===== src/rtl/audio_pkg.sv =====
`default_nettype none
// +----------------------------------------------------------------------------+
// | Module   : audio_pkg                                                       |
// | Purpose  : Constants and sample type shared by the tone generator and the  |
// |            I2S transmitter.                                                |
// | Contents : SLOT_W   - bclk slots per channel                               |
// |            DATA_W   - audio sample width                                   |
// |            sample_t - signed two's complement audio sample                 |
// | Revision : 1.0 - initial release                                           |
// +----------------------------------------------------------------------------+
package audio_pkg;

  localparam int SLOT_W = 32;
  localparam int DATA_W = 24;

  typedef logic signed [DATA_W-1:0] sample_t;

endpackage
`default_nettype wire


===== src/rtl/i2s_temporizador.sv =====
`default_nettype none
// +----------------------------------------------------------------------------+
// | Module   : i2s_temporizador                                                |
// | Purpose  : Bit-clock divider and slot counter for the I2S transmitter.     |
// |            bclk is a registered output toggled every CLK_DIV clk cycles;   |
// |            the slot counter advances on every bclk falling transition.     |
// | Ports    : clk           - system clock                                    |
// |            rst_n         - asynchronous active-low reset                   |
// |            i_run         - enable; low forces the reset state              |
// |            o_bclk        - I2S bit clock                                   |
// |            o_bclk_fall   - strobe: bclk goes 1->0 on this clk edge         |
// |            o_slot        - slot being entered on the next bclk fall        |
// |            o_frame_start - strobe: slot wraps to 0 on this clk edge        |
// | Revision : 1.0 - initial release                                           |
// +----------------------------------------------------------------------------+
module i2s_temporizador #(
  parameter int CLK_DIV = 9,
  parameter int SLOT_W  = 32
) (
  input  logic                          clk,
  input  logic                          rst_n,
  input  logic                          i_run,
  output logic                          o_bclk,
  output logic                          o_bclk_fall,
  output logic [$clog2(2*SLOT_W)-1:0]   o_slot,
  output logic                          o_frame_start
);

  localparam int c_NSLOT = 2 * SLOT_W;
  localparam int c_SW    = $clog2(c_NSLOT);
  localparam int c_DW    = (CLK_DIV > 1) ? $clog2(CLK_DIV) : 1;

  localparam logic [c_DW-1:0] c_DIV_END   = c_DW'(CLK_DIV - 1);
  localparam logic [c_SW-1:0] c_SLOT_LAST = c_SW'(c_NSLOT - 1);

  logic [c_DW-1:0] r_div_cnt;
  logic            r_bclk;
  logic [c_SW-1:0] r_slot;

  logic            w_div_end;
  logic [c_SW-1:0] w_slot_nxt;

  assign w_div_end  = (r_div_cnt == c_DIV_END);
  assign w_slot_nxt = (r_slot == c_SLOT_LAST) ? '0 : r_slot + 1'b1;

  // Slot starts at its last value so the first bclk fall after (re)start
  // lands on slot 0 and is therefore a frame start.
  always_ff @(posedge clk or negedge rst_n) begin
    if (!rst_n) begin
      r_div_cnt <= '0;
      r_bclk    <= 1'b0;
      r_slot    <= c_SLOT_LAST;
    end else if (!i_run) begin
      r_div_cnt <= '0;
      r_bclk    <= 1'b0;
      r_slot    <= c_SLOT_LAST;
    end else begin
      if (w_div_end) begin
        r_div_cnt <= '0;
        r_bclk    <= ~r_bclk;
      end else begin
        r_div_cnt <= r_div_cnt + 1'b1;
      end
      if (o_bclk_fall) begin
        r_slot <= w_slot_nxt;
      end
    end
  end

  assign o_bclk        = r_bclk;
  assign o_bclk_fall   = i_run & w_div_end & r_bclk;
  assign o_slot        = w_slot_nxt;
  assign o_frame_start = o_bclk_fall & (r_slot == c_SLOT_LAST);

endmodule
`default_nettype wire


===== src/rtl/i2s_transmisor.sv =====
`default_nettype none
// +----------------------------------------------------------------------------+
// | Module   : i2s_transmisor                                                  |
// | Purpose  : Stereo I2S serializer. Latches left/right samples at each frame |
// |            start, shifts them MSB first with the standard one-bclk delay   |
// |            after the lrclk edge, and emits the sample-rate enable pulse    |
// |            that paces the tone generator.                                  |
// | Ports    : clk      - system clock                                         |
// |            rst_n    - asynchronous active-low reset                        |
// |            i_run    - serializer enable; low = idle                        |
// |            i_l_data - signed left sample, latched at frame start           |
// |            i_r_data - signed right sample, latched at frame start          |
// |            o_ena    - one-clk pulse at each frame start                    |
// |            o_bclk   - I2S bit clock                                        |
// |            o_lrclk  - I2S word select (0 = left, 1 = right)                |
// |            o_sdata  - I2S serial data, MSB first                           |
// | Revision : 1.0 - initial release                                           |
// +----------------------------------------------------------------------------+
module i2s_transmisor
  import audio_pkg::*;
#(
  parameter int CLK_DIV = 9,
  parameter int DATA_W  = audio_pkg::DATA_W,
  parameter int SLOT_W  = audio_pkg::SLOT_W
) (
  input  logic              clk,
  input  logic              rst_n,
  input  logic              i_run,
  input  logic [DATA_W-1:0] i_l_data,
  input  logic [DATA_W-1:0] i_r_data,
  output logic              o_ena,
  output logic              o_bclk,
  output logic              o_lrclk,
  output logic              o_sdata
);

  localparam int c_NSLOT = 2 * SLOT_W;
  localparam int c_SW    = $clog2(c_NSLOT);

  logic              w_bclk_fall;
  logic              w_frame_start;
  logic [c_SW-1:0]   w_slot;

  logic [DATA_W-1:0] r_l_sh;
  logic [DATA_W-1:0] r_r_sh;
  logic              r_lrclk;
  logic              r_sdata;
  logic              r_ena;

  logic [DATA_W-1:0] w_word;
  logic              w_sdata_nxt;
  logic              w_lrclk_nxt;
  int                w_k;
  int                w_off;

  i2s_temporizador #(
    .CLK_DIV (CLK_DIV),
    .SLOT_W  (SLOT_W)
  ) u_temporizador (
    .clk           (clk),
    .rst_n         (rst_n),
    .i_run         (i_run),
    .o_bclk        (o_bclk),
    .o_bclk_fall   (w_bclk_fall),
    .o_slot        (w_slot),
    .o_frame_start (w_frame_start)
  );

  // Output values for the slot being entered. Offset 0 carries the one-bclk
  // I2S delay, offsets 1..DATA_W carry the sample MSB first, the rest pad 0.
  // On the frame-start edge the shadows still hold the old frame, but slot 0
  // is always a pad bit so the stale word is never transmitted.
  always_comb begin
    w_k         = int'(w_slot);
    w_word      = (w_k >= SLOT_W) ? r_r_sh : r_l_sh;
    w_off       = (w_k >= SLOT_W) ? (w_k - SLOT_W) : w_k;
    w_sdata_nxt = 1'b0;
    for (int b = 0; b < DATA_W; b++) begin
      if (w_off == (DATA_W - b)) begin
        w_sdata_nxt = w_word[b];
      end
    end
    // lrclk leads the channel data by one slot.
    w_lrclk_nxt = (((w_k + 1) % c_NSLOT) >= SLOT_W);
  end

  always_ff @(posedge clk or negedge rst_n) begin
    if (!rst_n) begin
      r_l_sh  <= '0;
      r_r_sh  <= '0;
      r_lrclk <= 1'b0;
      r_sdata <= 1'b0;
      r_ena   <= 1'b0;
    end else if (!i_run) begin
      r_l_sh  <= '0;
      r_r_sh  <= '0;
      r_lrclk <= 1'b0;
      r_sdata <= 1'b0;
      r_ena   <= 1'b0;
    end else begin
      r_ena <= w_frame_start;
      if (w_frame_start) begin
        r_l_sh <= i_l_data;
        r_r_sh <= i_r_data;
      end
      if (w_bclk_fall) begin
        r_sdata <= w_sdata_nxt;
        r_lrclk <= w_lrclk_nxt;
      end
    end
  end

  assign o_ena   = r_ena;
  assign o_lrclk = r_lrclk;
  assign o_sdata = r_sdata;

endmodule
`default_nettype wire


===== config.mk =====
export PLATFORM = sky130hd
export DESIGN_NAME = i2s_transmisor
export DESIGN_NICKNAME = d
export VERILOG_FILES = /design/src/rtl/audio_pkg.sv /design/src/rtl/i2s_temporizador.sv /design/src/rtl/i2s_transmisor.sv
export SDC_FILE = /design/constraint.sdc
export NUM_CORES = 1
export LEC_CHECK = 0
export ABC_CLOCK_PERIOD_IN_PS = 3880
export CAP_MARGIN = 20
export CORE_MARGIN = 3
export CORE_UTILIZATION = 36
export CTS_CLUSTER_SIZE = 24
export DETAILED_ROUTE_END_ITERATION = 16
export MAX_ROUTING_LAYER = met4
export PLACE_DENSITY = 0.68
export SLEW_MARGIN = 20
export SYNTH_ARGS = -nofsm -noshare
export SYNTH_HDL_FRONTEND = slang
export SYNTH_SLANG_ARGS = --single-unit

===== constraint.sdc =====
create_clock -name clk -period 3.88 [get_ports clk]
set_input_delay 0.582 -clock clk [delete_from_list [all_inputs] [get_ports clk]]
set_output_delay 0.582 -clock clk [all_outputs]
set_load 0.01 [all_outputs]

# Word-level counts from Yosys, hierarchy flattened
# Cells that the tools add are included.
[totals]
regBits = 62
latchBits = 0
mem_bits_rw = 0
mem_bits_ro = 0
n_memories = 0
[op_classes]
addsub = 4
n_mul = 0
div = 0
order_cmp = 2
n_eq_ne = 29
shift = 0
mux = 42
bitwise_logic = 5
reduce_logical = 1
[ops]
columns = ["op", "n"]
rows = [
  ["equality test 32 x 6 -> 1 bit, second input constant", 9],
  ["equality test 32 x 5 -> 1 bit, second input constant", 8],
  ["equality test 32 x 4 -> 1 bit, second input constant", 4],
  ["two-way mux 24 bit", 5],
  ["equality test 32 x 3 -> 1 bit, second input constant", 2],
  ["equality test 32 x 2 -> 1 bit, second input constant", 1],
  ["two-way mux 32 bit", 1],
  ["two-way mux 1 bit", 31],
  ["two-way mux 6 bit", 3],
  ["adder 6 x 1 -> 6 bit, second input constant", 2],
  ["two-way mux 4 bit", 2],
  [">= comparator 7 bit, second input constant", 1],
  ["subtractor 6 x 6 -> 7 bit, second input constant", 1],
  ["equality test 6 bit, second input constant", 1],
  [">= comparator 6 bit, second input constant", 1],
  ["!= test 2 x 1 -> 1 bit, second input constant", 3],
  ["OR reduction 6 bit", 1],
  ["adder 4 x 1 -> 4 bit, second input constant", 1],
  ["equality test 4 bit, second input constant", 1],
  ["bitwise AND 1 bit", 3],
  ["bitwise AND 1 bit, first input constant", 1],
  ["NOT 1 bit", 1],
]

# Logic depth before layout (Yosys ltp)
[depth]
depth_word = 31
ltp_mapped = 12

# Hierarchy
# From an unflattened synthesis, not the netlist that was laid out.
[unflattened]
cells_unflattened = 327
area_unflattened_um2 = 3545.9
[by_module_without_submodules]
columns = ["module", "instances", "cells_per_inst", "area_per_inst_um2"]
rows = [
  ["i2s_transmisor", 1, 259, 2870.3],
  ["i2s_temporizador", 1, 68, 675.6],
]

# Worst setup path after synthesis
# No wires, ideal clock.
[synth_path]
path_type = "register -> register"
startpoint = "register u_temporizador.r_slot[0]"
endpoint = "register r_sdata, in the netlist o_sdata"
setup_ns = 0.127
arrival_time_ns = 2.605
required_ns = 3.753
path_slack_ns = 1.148
stages_incl_launch_ff = 11
n_path_buf = 2
period_less_slack_ns = 2.732
cell_sequence = "dfstp_2 buf_2 nand3_2 or3_1 buf_2 nand2_4 mux2_4 a311o_1 or3_1 a31oi_1 a21oi_1"
[synth_between]
elab_chain_cells = 31
elab_cells_between_ends = 57
classes_between = "2 x add/sub; 1 x order compare; 25 x eq/ne; 29 x mux"
[synth_lines]
columns = ["element", "line_no", "source"]
rows = [
  ["start, declared", "i2s_temporizador.sv:38", "logic [c_SW-1:0] r_slot;"],
  ["start signal, assigned", "i2s_temporizador.sv:52", "r_slot <= c_SLOT_LAST;"],
  ["start signal, assigned", "i2s_temporizador.sv:56", "r_slot <= c_SLOT_LAST;"],
  ["start signal, assigned", "i2s_temporizador.sv:65", "r_slot <= w_slot_nxt;"],
  ["adder 6 x 1 -> 6 bit / equality test 6 bit (equally long branches)", "i2s_temporizador.sv:44", "assign w_slot_nxt = (r_slot == c_SLOT_LAST) ? '0 : r_slot + 1'b1;"],
  ["two-way mux 6 bit *", "i2s_temporizador.sv:44", ""],
  ["subtractor 6 x 6 -> 7 bit / >= comparator 6 bit (equally long branches)", "i2s_transmisor.sv:76, i2s_transmisor.sv:75", ""],
  ["two-way mux 32 bit", "i2s_transmisor.sv:76", "w_off = (w_k >= SLOT_W) ? (w_k - SLOT_W) : w_k;"],
  ["equality test 32 x 6 -> 1 bit", "i2s_transmisor.sv:79", "if (w_off == (DATA_W - b)) begin"],
  ["two-way mux 1 bit (23 in series)", "i2s_transmisor.sv:79", ""],
  ["two-way mux 1 bit *", "i2s_transmisor.sv:79", ""],
  ["two-way mux 1 bit *", "i2s_transmisor.sv:106", "if (w_bclk_fall) begin"],
  ["two-way mux 1 bit *", "i2s_transmisor.sv:94", "end else if (!i_run) begin"],
  ["end signal, assigned", "i2s_transmisor.sv:107", "r_sdata <= w_sdata_nxt;"],
  ["end, declared", "i2s_transmisor.sv:47", "logic r_sdata;"],
]
# Mark *: on every way between the ends. The rest lies on a longest branch, timed or not. The select of a mux whose other input is x is not followed.
# A chain may end at the register's enable or synchronous reset.

# Worst setup path after layout
# Same ends and word-level chain as after synthesis.

==> impl_metrics.json <==
{
  "dieArea_sq_um": 11300,
  "slew-limit-headroom_pct": 49.2,
  "via_per_inst": 5.34,
  "fin_util_pct": 46.2,
  "worstSkewPairLatency_ns": 0.35,
  "seq_area_frac_synth_pct": 43.2,
  "grt_max_degree": 97,
  "num_rows": 35,
  "cts_buffers": 9,
  "grt_setup_unrepaired": "no",
  "worst-path-max-fanout": 18,
  "seqCellArea_sq_um": 1560,
  "drc": 0,
  "worst_ep_arrival_time_ns": 3.57,
  "synth.cell_area_sq_um": 3610,
  "p_leak_nw": 1.78,
  "worst_pin_slew_ns": 0.763,
  "final_area_sq_um": 4390,
  "synth_seq_cells": 62,
  "layout_common_cells": "113 x nand2_1, 66 x o21ai_0, 56 x dfrtp_1",
  "synthCells": 437,
  "worstSetupPathType": "reg2reg",
  "cap_violations": 0,
  "fillers": 962,
  "finClkSkew_ns": 0.0107,
  "dp.cells": 592,
  "end_kind": "flop",
  "port_buffers": 54,
  "timing.final.crit_period_ns": 3.35,
  "vias": 3248,
  "clock.fmax_mhz": 299,
  "rrSetupSlack_ns": 0.53,
  "drt_iter0_markers": 234,
  "synth_area_per_cell_sq_um": 8.26,
  "routedWlPerCell_microns": 15.5,
  "whs_ns": 0.297,
  "fin_cells": 608,
  "fin_tns_setup_ns": 0,
  "maxSlewViolCount": 0,
  "placeableCoreArea_sq_um": 9500,
  "grt_pass1_vias": 3122,
  "initial_core_util_pct": 38.0,
  "drtPass1Iterations": 5,
  "clock-root-buffer": "clkbuf_8",
  "drive_above_1_share_pct": 9.19,
  "cts_hold_buf": 0,
  "clkTransAtPathRegs_ns": 0.07,
  "peakVddDrop_v": 0.000143,
  "overflow": 0,
  "cts_resized": 0,
  "start_kind": "flop",
  "hold_viol": 0,
  "post_cts_buffers": 0,
  "antenna_cells": 0,
  "final_net_count": 533,
  "ios": 55,
  "cellPowerDensity_nw_per_um2": 285,
  "syn2layout_area_growth_pct": 21.5,
  "hpwl_microns": 6730,
  "ys_warn_count": 0,
  "hp-class": "in2async",
  "clockBufferDepth": 2,
  "synth_edf_count": 0,
  "final_common_cell": "nand2_1",
  "setup_violations": 0,
  "multi_input_area_sq_um": 1870,
  "postSynth.asyncResetShare_pct": 100,
  "wl_met1_microns": 4240,
  "place_congestion": 0.936,
  "die_x_microns": 106,
  "cts_tree": "built",
  "period_share_pct": 86.3,
  "placedInstanceArea_sq_um": 4210,
  "antenna_found_initial": 0,
  "numClockSinks": 62,
  "required_ns": 4.10,
  "status": "finished clean",
  "grt_pass1_wl_microns": 15500,
  "h-tree-depth": 3,
  "ys_types": 62,
  "synthesis.nets": 496,
  "grt.total_usage_pct": 17.8,
  "route.met2.wl_microns": 4680,
  "wirelength_microns": 9450,
  "dieHeight_microns": 106,
  "synth_ff_type": "dfrtp_1",
  "met3_length_microns": 455,
  "highest_layer": "met4",
  "ant_nets": 0
}
==> synth_stat cells, types with 2 or more instances <==
cell,instances,area [sq um]
nand2_1,113,424
o21ai_0,66,330
dfrtp_1,56,1400
clkbuf_1,26,97.6
nand3_1,22,110
a21oi_1,17,85.1
nor2_1,10,37.5
inv_1,9,33.8
ha_1,8,100
nor3_1,7,35.0
a31oi_1,6,37.5
buf_2,6,30.0
dfstp_2,6,158
and3_1,5,31.3
and2_1,4,25.0
mux2i_1,4,40.0
mux2_2,3,33.8
nor3b_1,3,22.5
o21a_1,3,22.5
o21ai_1,3,15.0
or3_1,3,18.8
a2111o_1,2,22.5
a211o_1,2,17.5
a21boi_0,2,15.0
a221o_1,2,20.0
a22o_1,2,17.5
a311oi_1,2,17.5
a41oi_1,2,17.5
mux2_1,2,22.5
nand3_2,2,20.0
nor2b_1,2,12.5
o211ai_1,2,15.0
o22ai_1,2,12.5
o311ai_0,2,17.5
o31ai_2,2,25.0
xnor2_1,2,17.5
xor2_1,2,17.5
==> sequential cells by signal, summed over array words and instances (netlist names) <==
signal / count
u_temporizador.r_slot: 6
u_temporizador.o_bclk: 1
o_sdata: 1
r_l_sh: 24
u_temporizador.r_div_cnt: 4
o_ena: 1
r_r_sh: 24
o_lrclk: 1
==> stage by stage <==
| step | worst slack, ns | total power [W] |
|---|---|---|
| final | 0.530 | 0.00125 |
| after global routing | 0.343 | 0.00129 |
| after CTS | 0.571 | 0.00127 |
| after detailed placement | 0.579 | 0.000747 |
| after global placement | 0.667 | 0.000745 |
| after floorplan | 1.15 | 0.000679 |
==> report_power, final <==
group	internal (W)	switching (W)	leakage [nW]
registers	0.000649	0.00000247	0.843
clock network	0.000249	0.000267	0.0893
logic	0.0000493	0.0000316	0.847
total	0.000947	0.000301	1.78
==> worst paths after layout <==
kind | start | end | cells past startpoint
max | u_temporizador.r_slot[0]$_DFFE_PN1P_ | o_sdata$_DFFE_PN0P_ | 9
min | rst_n | r_l_sh[3]$_DFFE_PN0P_ | 1
max reg2reg | u_temporizador.r_slot[0]$_DFFE_PN1P_ | o_sdata$_DFFE_PN0P_ | 9
min reg2reg | u_temporizador.r_div_cnt[0]$_DFF_PN0_ | u_temporizador.r_div_cnt[0]$_DFF_PN0_ | 1
max in group asynchronous | rst_n | u_temporizador.r_slot[1]$_DFFE_PN1P_ | 2
min in group clk | u_temporizador.r_div_cnt[0]$_DFF_PN0_ | u_temporizador.r_div_cnt[0]$_DFF_PN0_ | 1
==> metal layers <==
| metal | vias up | GRT usage [%] |
|---|---|---|
| met2 | 87 | 28.9 |
| li1 | 1610 | - |
| met5 | - | - |
| met3 | 6 | 3.22 |
| met1 | 1545 | 22.8 |
| met4 | 0 | 5.00 |
==> cells by family after synthesis <==
family / share of synthesized area, %
fa+ha+maj: 2.77
xor+xnor: 0.970
simple gates: 22.3
mux: 3.08
flops: 43.2
compound gates: 22.6
buf+inv: 5.09
==> worst max-delay path, cell delays in order (launching register included) <==
cell     delay (ns)
dfstp_2        0.66
ha_1           0.45
a21oi_2        0.11
o21ai_4        0.43
nand2_4        0.23
mux2_4         0.36
a311o_1        0.37
or3_1          0.37
a31oi_1        0.19
a21oi_1        0.06
==> final cells by class <==
cell class	instances	area share (%)
flip-flops and latches	62	35.5
clock buffers	11	3.22
multi-input cells	331	42.7
inverters	9	0.770
well taps	129	3.68
repair buffers	61	13.3
clock inverters	5	0.799
No activity file was read; power rests on OpenSTA's default activity.
